`src/rtl/serv_csr_pkg.sv`:
```
// Shared constants for the SERV machine-mode CSR / interrupt unit.
// Bit positions, cause codes, write modes and the writable-interrupt-bit mask.
package serv_csr_pkg;

  typedef enum logic [1:0] {
    CSR_SOURCE_CSR = 2'b00,
    CSR_SOURCE_EXT = 2'b01,
    CSR_SOURCE_SET = 2'b10,
    CSR_SOURCE_CLR = 2'b11
  } csr_source_e;

  localparam logic [4:0] MIE_B  = 5'd3;
  localparam logic [4:0] MPIE_B = 5'd7;
  localparam logic [4:0] MSI_B  = 5'd3;
  localparam logic [4:0] MTI_B  = 5'd7;
  localparam logic [4:0] MEI_B  = 5'd11;
  localparam int         FAST_BASE = 16;

  localparam logic [4:0] CAUSE_MSI = 5'd3;
  localparam logic [4:0] CAUSE_MTI = 5'd7;
  localparam logic [4:0] CAUSE_MEI = 5'd11;

  // Bits of mie/mip that exist for a given number of fast interrupt lines.
  function automatic logic [31:0] irq_mask(input int n);
    logic [31:0] m;
    m = '0;
    m[MSI_B] = 1'b1;
    m[MTI_B] = 1'b1;
    m[MEI_B] = 1'b1;
    for (int k = 0; k < n; k++) m[FAST_BASE+k] = 1'b1;
    return m;
  endfunction

endpackage

```
`src/rtl/serv_csr_irq_arb.sv`:
```
// Interrupt arbiter: fixed-priority cause selection plus the registered
// pending level and its single-cycle rising-edge pulse.
module serv_irq_arb
  import serv_csr_pkg::*;
#(
  parameter int NUM_FAST_IRQ = 4
) (
  input  logic        i_clk,
  input  logic        i_rst,
  input  logic [31:0] i_mip,
  input  logic [31:0] i_mie,
  input  logic        i_global_ie,
  output logic        o_irq_sel,
  output logic [4:0]  o_cause,
  output logic        o_pending,
  output logic        o_new_irq
);

  localparam logic [31:0] IRQ_MASK = irq_mask(NUM_FAST_IRQ);

  logic [31:0] active;
  logic        pend_now;

  assign active    = i_mip & i_mie & IRQ_MASK;
  assign o_irq_sel = |active;
  assign pend_now  = i_global_ie & o_irq_sel;

  // Lowest priority first so higher-priority sources overwrite the choice.
  always_comb begin
    o_cause = '0;
    for (int k = NUM_FAST_IRQ - 1; k >= 0; k--)
      if (active[FAST_BASE+k]) o_cause = 5'(FAST_BASE + k);
    if (active[MTI_B]) o_cause = CAUSE_MTI;
    if (active[MSI_B]) o_cause = CAUSE_MSI;
    if (active[MEI_B]) o_cause = CAUSE_MEI;
  end

  always_ff @(posedge i_clk) begin
    if (i_rst) begin
      o_pending <= 1'b0;
      o_new_irq <= 1'b0;
    end else begin
      o_pending <= pend_now;
      o_new_irq <= pend_now & ~o_pending;
    end
  end

endmodule

```
`src/rtl/serv_csr_irq.sv`:
```
// Bit-serial machine-mode CSR unit: mstatus (MIE/MPIE), mie, mip, mcause,
// with software/timer/external and NUM_FAST_IRQ platform interrupts.
module serv_csr_irq
  import serv_csr_pkg::*;
#(
  parameter int NUM_FAST_IRQ = 4,
  parameter bit WITH_MPIE    = 1'b1
) (
  input  logic                  i_clk,
  input  logic                  i_rst,
  input  logic                  i_run,
  input  logic [2:0]            i_cnt,
  input  logic [3:0]            i_cnt_r,
  input  logic                  i_mstatus_en,
  input  logic                  i_mie_en,
  input  logic                  i_mip_en,
  input  logic                  i_mcause_en,
  input  logic [1:0]            i_csr_source,
  input  logic                  i_d,
  output logic                  o_q,
  input  logic                  i_rf_csr_out,
  output logic                  o_csr_in,
  input  logic                  i_trap,
  input  logic                  i_mret,
  input  logic [3:0]            i_mcause,
  input  logic                  i_msip,
  input  logic                  i_mtip,
  input  logic                  i_meip,
  input  logic [((NUM_FAST_IRQ > 0) ? NUM_FAST_IRQ : 1)-1:0] i_fast_irq,
  output logic                  o_irq_pending,
  output logic                  o_new_irq
);

  localparam logic [31:0] IRQ_MASK = irq_mask(NUM_FAST_IRQ);

  logic        mstatus_mie;
  logic        mstatus_mpie;
  logic [31:0] mie_r;
  logic        mcause_int;
  logic [4:0]  mcause_code;

  logic [1:0]  cnt_lsb;
  logic [4:0]  bit_idx;
  logic [31:0] mstatus_w;
  logic [31:0] mip_w;
  logic [31:0] mcause_w;
  logic        sel_bit;
  logic        csr_in;
  logic        irq_sel;
  logic [4:0]  irq_cause;
  logic        unused_fast;

  always_comb begin
    case (i_cnt_r)
      4'b0010: cnt_lsb = 2'd1;
      4'b0100: cnt_lsb = 2'd2;
      4'b1000: cnt_lsb = 2'd3;
      default: cnt_lsb = 2'd0;
    endcase
  end

  assign bit_idx = {i_cnt, cnt_lsb};

  always_comb begin
    mstatus_w         = '0;
    mstatus_w[MIE_B]  = mstatus_mie;
    mstatus_w[MPIE_B] = WITH_MPIE ? mstatus_mpie : 1'b0;
  end

  always_comb begin
    mip_w        = '0;
    mip_w[MSI_B] = i_msip;
    mip_w[MTI_B] = i_mtip;
    mip_w[MEI_B] = i_meip;
    for (int k = 0; k < NUM_FAST_IRQ; k++) mip_w[FAST_BASE+k] = i_fast_irq[k];
  end

  // Keeps the spare one-bit fast line referenced when no fast interrupts exist.
  assign unused_fast = ^i_fast_irq;

  assign mcause_w = {mcause_int, 26'b0, mcause_code};

  assign sel_bit = (i_mstatus_en & mstatus_w[bit_idx]) |
                   (i_mie_en     & mie_r[bit_idx])     |
                   (i_mip_en     & mip_w[bit_idx])     |
                   (i_mcause_en  & mcause_w[bit_idx]);

  assign o_q = i_rf_csr_out | (i_run & sel_bit);

  always_comb begin
    case (csr_source_e'(i_csr_source))
      CSR_SOURCE_EXT: csr_in = i_d;
      CSR_SOURCE_SET: csr_in = o_q | i_d;
      CSR_SOURCE_CLR: csr_in = o_q & ~i_d;
      default:        csr_in = o_q;
    endcase
  end

  assign o_csr_in = csr_in;

  serv_irq_arb #(
    .NUM_FAST_IRQ(NUM_FAST_IRQ)
  ) u_arb (
    .i_clk       (i_clk),
    .i_rst       (i_rst),
    .i_mip       (mip_w),
    .i_mie       (mie_r),
    .i_global_ie (mstatus_mie),
    .o_irq_sel   (irq_sel),
    .o_cause     (irq_cause),
    .o_pending   (o_irq_pending),
    .o_new_irq   (o_new_irq)
  );

  // Trap and mret are placed after the serial writes so they win any overlap.
  always_ff @(posedge i_clk) begin
    if (i_rst) begin
      mstatus_mie  <= 1'b0;
      mstatus_mpie <= 1'b0;
      mie_r        <= '0;
      mcause_int   <= 1'b0;
      mcause_code  <= '0;
    end else begin
      if (i_run && i_mstatus_en) begin
        if (bit_idx == MIE_B) mstatus_mie <= csr_in;
        if (bit_idx == MPIE_B && WITH_MPIE) mstatus_mpie <= csr_in;
      end
      if (i_run && i_mie_en && IRQ_MASK[bit_idx]) mie_r[bit_idx] <= csr_in;
      if (i_run && i_mcause_en) begin
        if (bit_idx == 5'd31) mcause_int <= csr_in;
        else if (bit_idx < 5'd5) mcause_code[bit_idx[2:0]] <= csr_in;
      end

      if (i_trap) begin
        if (irq_sel && mstatus_mie) begin
          mcause_int  <= 1'b1;
          mcause_code <= irq_cause;
        end else begin
          mcause_int  <= 1'b0;
          mcause_code <= {1'b0, i_mcause};
        end
        mstatus_mpie <= WITH_MPIE ? mstatus_mie : 1'b0;
        mstatus_mie  <= 1'b0;
      end else if (i_mret) begin
        mstatus_mie  <= WITH_MPIE ? mstatus_mpie : 1'b0;
        mstatus_mpie <= WITH_MPIE;
      end
    end
  end

endmodule

```
`config.mk`:
```
export PLATFORM = sky130hd
export DESIGN_NAME = serv_csr_irq
export DESIGN_NICKNAME = d
export VERILOG_FILES = /design/src/rtl/serv_csr_pkg.sv /design/src/rtl/serv_csr_irq_arb.sv /design/src/rtl/serv_csr_irq.sv
export SDC_FILE = /design/constraint.sdc
export NUM_CORES = 1
export LEC_CHECK = 0
export ABC_AREA = 1
export BUFFER_PORTS_ARGS = -buffer_cell sky130_fd_sc_hd__buf_2
export CORE_MARGIN = 2
export CORE_UTILIZATION = 61
export CTS_BUF_LIST = sky130_fd_sc_hd__clkbuf_16
export CTS_CLUSTER_SIZE = 25
export DETAILED_ROUTE_END_ITERATION = 12
export GPL_ROUTABILITY_DRIVEN = 1
export PLACE_DENSITY = 0.84
export SLEW_MARGIN = 5
export SYNTH_ARGS = -nofsm -noshare
export SYNTH_HDL_FRONTEND = slang
export SYNTH_HIERARCHICAL = 1
export SYNTH_SLANG_ARGS = --single-unit
```
`constraint.sdc`:
```
create_clock -name i_clk -period 5.3 [get_ports i_clk]
set_input_delay 0.265 -clock i_clk [delete_from_list [all_inputs] [get_ports i_clk]]
set_output_delay 0.265 -clock i_clk [all_outputs]
set_load 0.1 [all_outputs]
```
# Yosys cells after proc, flatten, opt, wreduce, memory -nomap -nowiden
# Memories as Yosys holds them, arrays and structs flattened.
# Index checks and enable logic that the tools add are counted.
# word_totals
memories	1
romBits	32
input_bits	31
regBits	42
# classes
n_eq_ne	10
n_reduce_logical	20
n_lt_le_gt_ge	5
muxes	40
bitwise	16
# memory_table
memory	words	word_bits	rd	rd_ports_with_merged_regs	write_ports	line	text
(name not given)	32	1	1	0	0	serv_csr_irq.sv:128	if (i_run && i_mie_en && IRQ_MASK[bit_idx]) mie_r[bit_idx] <= csr_in;
# ops
cell	n
$mux W5	12
$bwmux W32	1
$and A20 B20 Y20	1
$bmux W1 S5	4
$mux W1	18
$reduce_bool A2 Y1	5
$and A1 B1 Y1	8
$logic_and A1 B1 Y1	7
$reduce_or A7 Y1	1
$lt A5 B6 Y1 const B	1
$pmux W2 S3	1
$reduce_and A2 Y1	3
$reduce_bool A3 Y1	2
$bwmux W5	1
$demux W1 S5	1
$eq A5 B2 Y1 const B	1
$eq A5 B3 Y1 const B	1
$eq A5 B5 Y1 const B	1
$ge A5 B1 Y1 const B	1
$lt A5 B3 Y1 const B	1
$or A1 B1 Y1	5
$eq A2 B2 Y1 const B	2
$eq A4 B2 Y1 const B	1
$eq A4 B3 Y1 const B	1
other kinds (10)	11

# Logic depth before layout (Yosys ltp)
# depth
word_depth	17
depth_mapped	19
depth_no_buf	18

# Hierarchy
# Netlist, hierarchy kept.
# modules_own_cells
mod	cells_each	seq_area_each_um2	n_inst	area_per_inst_um2
serv_csr_irq	356	800.8	1	2242.2
serv_irq_arb	32	40.0	1	186.4

# Worst setup path before layout
# No wires, ideal clock.
# synth_path
kind	in2out
from	in i_cnt_r[1]
to	out o_q
setup_slack_ps	3050
path_buffers	1
stages	14
t_arrival_ps	1985
required_ps	5035
path_cell_list	nor2_2 -> nand2_2 -> nand2_2 -> nor2_2 -> buf_6 -> nand2_1 -> nand2_1 -> nand2_1 -> nand3_1 -> nor2_1 -> nand2_1 -> nand2_1 -> nand2_2 -> nand2_1
# synth_between
elab_chain_cells	10
word_cells_on_any_way	21
classes_between	eq/ne (3); mux (9); bitwise (9)
# synth_rtl
element	line	text
from (decl)	serv_csr_irq.sv:13	input logic [3:0] i_cnt_r,
$eq A4 B4 Y1 (tied with other cells)	serv_csr_irq.sv:54	case (i_cnt_r)
$pmux W2 S3 (*)	serv_csr_irq.sv:54	
$bmux W1 S5 (on tied branches)	serv_csr_irq.sv:83, serv_csr_irq.sv:84	
$mux W1 (on tied branches)	serv_csr_irq.sv:83, serv_csr_irq.sv:84	
$and A1 B1 Y1 (on tied branches)	serv_csr_irq.sv:83, serv_csr_irq.sv:84	
$or A1 B1 Y1	serv_csr_irq.sv:83	assign sel_bit = (i_mstatus_en & mstatus_w[bit_idx]) |
$or A1 B1 Y1	serv_csr_irq.sv:84	(i_mie_en & mie_r[bit_idx]) |
$or A1 B1 Y1 (*)	serv_csr_irq.sv:85	(i_mip_en & mip_w[bit_idx]) |
$and A1 B1 Y1 (*)	serv_csr_irq.sv:88	assign o_q = i_rf_csr_out | (i_run & sel_bit);
$or A1 B1 Y1 (*)	serv_csr_irq.sv:88	
to (decl)	serv_csr_irq.sv:20	output logic o_q,
# Every way passes the cells marked *; elsewhere a longest branch is shown, timed or not. The select of a mux whose other input is x is not followed.

# Worst setup path after layout
# layout_path
from	in i_cnt_r[1]
to	out o_csr_in
# layout_between
elab_chain_cells	12
word_cells_on_any_way	24
classes_between	eq/ne (3); mux (10); bitwise (11)
# layout_rtl
element	line	text
$eq A4 B4 Y1 (tied with other cells)	serv_csr_irq.sv:54	
$pmux W2 S3 (*)	serv_csr_irq.sv:54	
$bmux W1 S5 (on tied branches)	serv_csr_irq.sv:83, serv_csr_irq.sv:84	
$mux W1 (on tied branches)	serv_csr_irq.sv:83, serv_csr_irq.sv:84	
$and A1 B1 Y1 (on tied branches)	serv_csr_irq.sv:83, serv_csr_irq.sv:84	
$or A1 B1 Y1	serv_csr_irq.sv:83	
$or A1 B1 Y1	serv_csr_irq.sv:84	
$or A1 B1 Y1 (*)	serv_csr_irq.sv:85	
$and A1 B1 Y1 (*)	serv_csr_irq.sv:88	
$or A1 B1 Y1 (*)	serv_csr_irq.sv:88	
$and A1 B1 Y1 or $or A1 B1 Y1 (tied branches)	serv_csr_irq.sv:94, serv_csr_irq.sv:93	
$pmux W1 S3 (*)	serv_csr_irq.sv:91	case (csr_source_e'(i_csr_source))
to (decl)	serv_csr_irq.sv:22	output logic o_csr_in,
# Marks and branches as above.

==> summary.md <==
| Metric | Value |
|---|---|
| Status | `completed` |
| Hold Buf Count CTS | `0` |
| TritonCTS clock tree | `yes` |
| Final non-filler cell area | `2786 µm²` |
| Max-cap violation count | `0` |
| Final Power | `822.5 µW` |
| Worst slew pin tran | `0.7936 ns` |
| WHS Path Cells | `5` |
| Part of the cycle the worst path needs | `58.56%` |
| Routed WL | `6197 µm` |
| Starting Density | `64.77%` |
| Syn Area/Cell | `around 6.3 µm²` |
| Setup CP Type | `input port to primary output` |
| Tmin final | `3.103 ns` |
| Rows | `22` |
| Largest net degree at the start of global routing | `28` |
| Post-CTS Setup Bufs | `0` |
| RSZ-0062 raised after global routing | `no` |
| Dpl hpwl | `approximately 4600 µm` |
| Cts repair resizes | `0` |
| First DRT Iteration DRCs | `235` |
| Worst vdd ir | `285.4 µV` |
| Ports | `35` |
| CTS Buf Count | `5` |
| Pwr Density | `295.2 nW/µm²` |
| Via count | `2568` |
| Worst slew margin | `a little under half` |
| Post-route ant nets | `0` |
| Power Internal | `621.2 µW` |
| Final Hold Viols | `0` |
| Switching power | `~200 µW` |
| Worst EP arrival | `2.84 ns` |
| Critical Path Source | `i_cnt_r[1]` |
| Vias per inst | `5.523` |
| Setup TNS | `0 ns` |
| Hold crit path type | `input port to flip-flop` |
| Cell depth of the worst flop-to-flop path | `15` |
| Placer Congestion | `0.9670` |
| Startpoint types | `input port` |
| Clock share of power | `between 40% and 50%` |
| Drt drc | `0` |
| Critical Path RT | `5.04 ns` |
| Part of the power in combinational logic | `a little over an eighth` |
| Avg WL per Cell | `13.33 µm` |
| Reg clk slew, reported paths | `0.06 ns` |
| Static leakage | `1.388 nW` |
| Drt pass-1 iters | `5` |
| Die boundary width | `67.05 µm` |
| YS warnings | `6` |
| Clock Latency Late Sink | `0.28 ns` |
| Initial antenna violation count | `0` |
| RR Startpoint | `mie_r[3]` |
| Placed cell area | `2597 µm²` |
| Most frequent cells in the layout | `nor2_1, nand2_1, inv_1, dfxtp_1, buf_2` |
| Share of layout cells above drive strength 1 | `17.51%` |
| P&R area growth vs syn | `14.91%` |
| Commonest non-fill, non-tap cell in the layout | `nor2_1` |
| Final setup vio count | `0` |
| R2R Path End | `mstatus_mpie` |
| Ant diodes | `0` |
| Fmax | `322.2 MHz` |
| Die extent in y | `between 60 and 70 µm` |
| GRT Total Usage | `29.62%` |
| Syn nets | `between 400 and 500` |
| First-pass GRT wire length | `9977 µm` |
| Endpoint, Worst Hold | `mstatus_mie` |
| Seq pwr share | `39.3%` |
| Die area | `4496 µm²` |
| Min-Delay Startpoint | `i_mret` |
| R2R setup slack | `about 3.5 ns` |
| Core region area | `around 3700 µm²` |
| H-Tree Depth | `2` |
| Mapped Area | `approximately 2400 µm²` |
| Net Sw Frac | `approximately 24%` |
| Nets | `447` |
| Peak fanout along the critical path | `16` |
| CTS Root Buffer Type | `clkbuf_16` |
| Clk sinks | `42` |
| Max clock buf depth | `2` |
| Port Buffers | `34` |
| Synth Instances | `387` |
| Worst-case clock skew | `approximately 0.0047 ns` |
| Vias in the first global route | `2216` |
| Grt ovf | `0` |
| Slew Viols, Final | `0` |
| Worst Setup End Kind | `primary output` |
[power by group through the flow]
stage	logic (mW)	registers (mW)	clock network, mW
2_1_floorplan	0.0777	0.329	0
3_3_place_gp	0.106	0.330	0
3_5_place_dp	0.107	0.330	0
5_1_grt	0.121	0.323	0.403
4_1_cts	0.109	0.323	0.392
6_report	0.111	0.323	0.389
[cell type report]
cell class              instances  area, µm²
clock buffers                   5      125.1
clock inverters                 3      63.81
fillers                       306      957.2
inverters                      63      236.5
multi-input cells             270       1290
flip-flops and latches         42      840.8
well taps                      48      60.06
repair buffers                 34      170.2
[worst max-delay path, stage by stage]
cell	delay, ns
buf_2	0.11
nor2_2	0.51
nand2_2	0.29
inv_1	0.29
nand2_1	0.11
nand2_1	0.07
nand2_1	0.05
nor2_1	0.11
a21oi_1	0.08
nand2_1	0.06
inv_1	0.03
nand2_1	0.06
nand2_2	0.07
nand3_4	0.10
nand2_4	0.11
inv_2	0.09
buf_2	0.42
[how the worst max path moves through the flow]
stage | to | slack (ns)
6_report | o_csr_in | 2.20
5_1_grt | o_csr_in | 1.98
4_1_cts | o_csr_in | 2.26
3_5_place_dp | o_csr_in | 2.28
3_3_place_gp | o_csr_in | 2.33
2_1_floorplan | o_q | 3.05
[per-stage QoR]
step	utilization, %	instances	setup slack, ns	hold WS [ns]
floorplan	-	387	3.050	0.3999
global placement	69.38	457	2.329	0.4086
detailed placement	69.38	457	2.283	0.4123
CTS	74.43	465	2.264	0.3522
global route	74.43	465	1.984	0.3761
finish	74.43	465	2.197	0.3595
[state kept, by name, summed over array words and instances (netlist names)]
register / cells
mcause_code: 5
mcause_int: 1
mie_r: 32
mstatus_mie: 1
mstatus_mpie: 1
u_arb/o_new_irq: 1
u_arb/o_pending: 1
[routing by layer]
layer,GRT usage (%),wire length (µm),part of all wire (%),up-vias
met5,0,0,0,-
met4,11.73,179,2.9,0
met3,7.939,500,8.1,25
met2,46.29,2750,44,110
met1,38.45,2767,45,1151
li1,-,-,-,1282
Note: power is estimated with default switching activity, not from simulation.
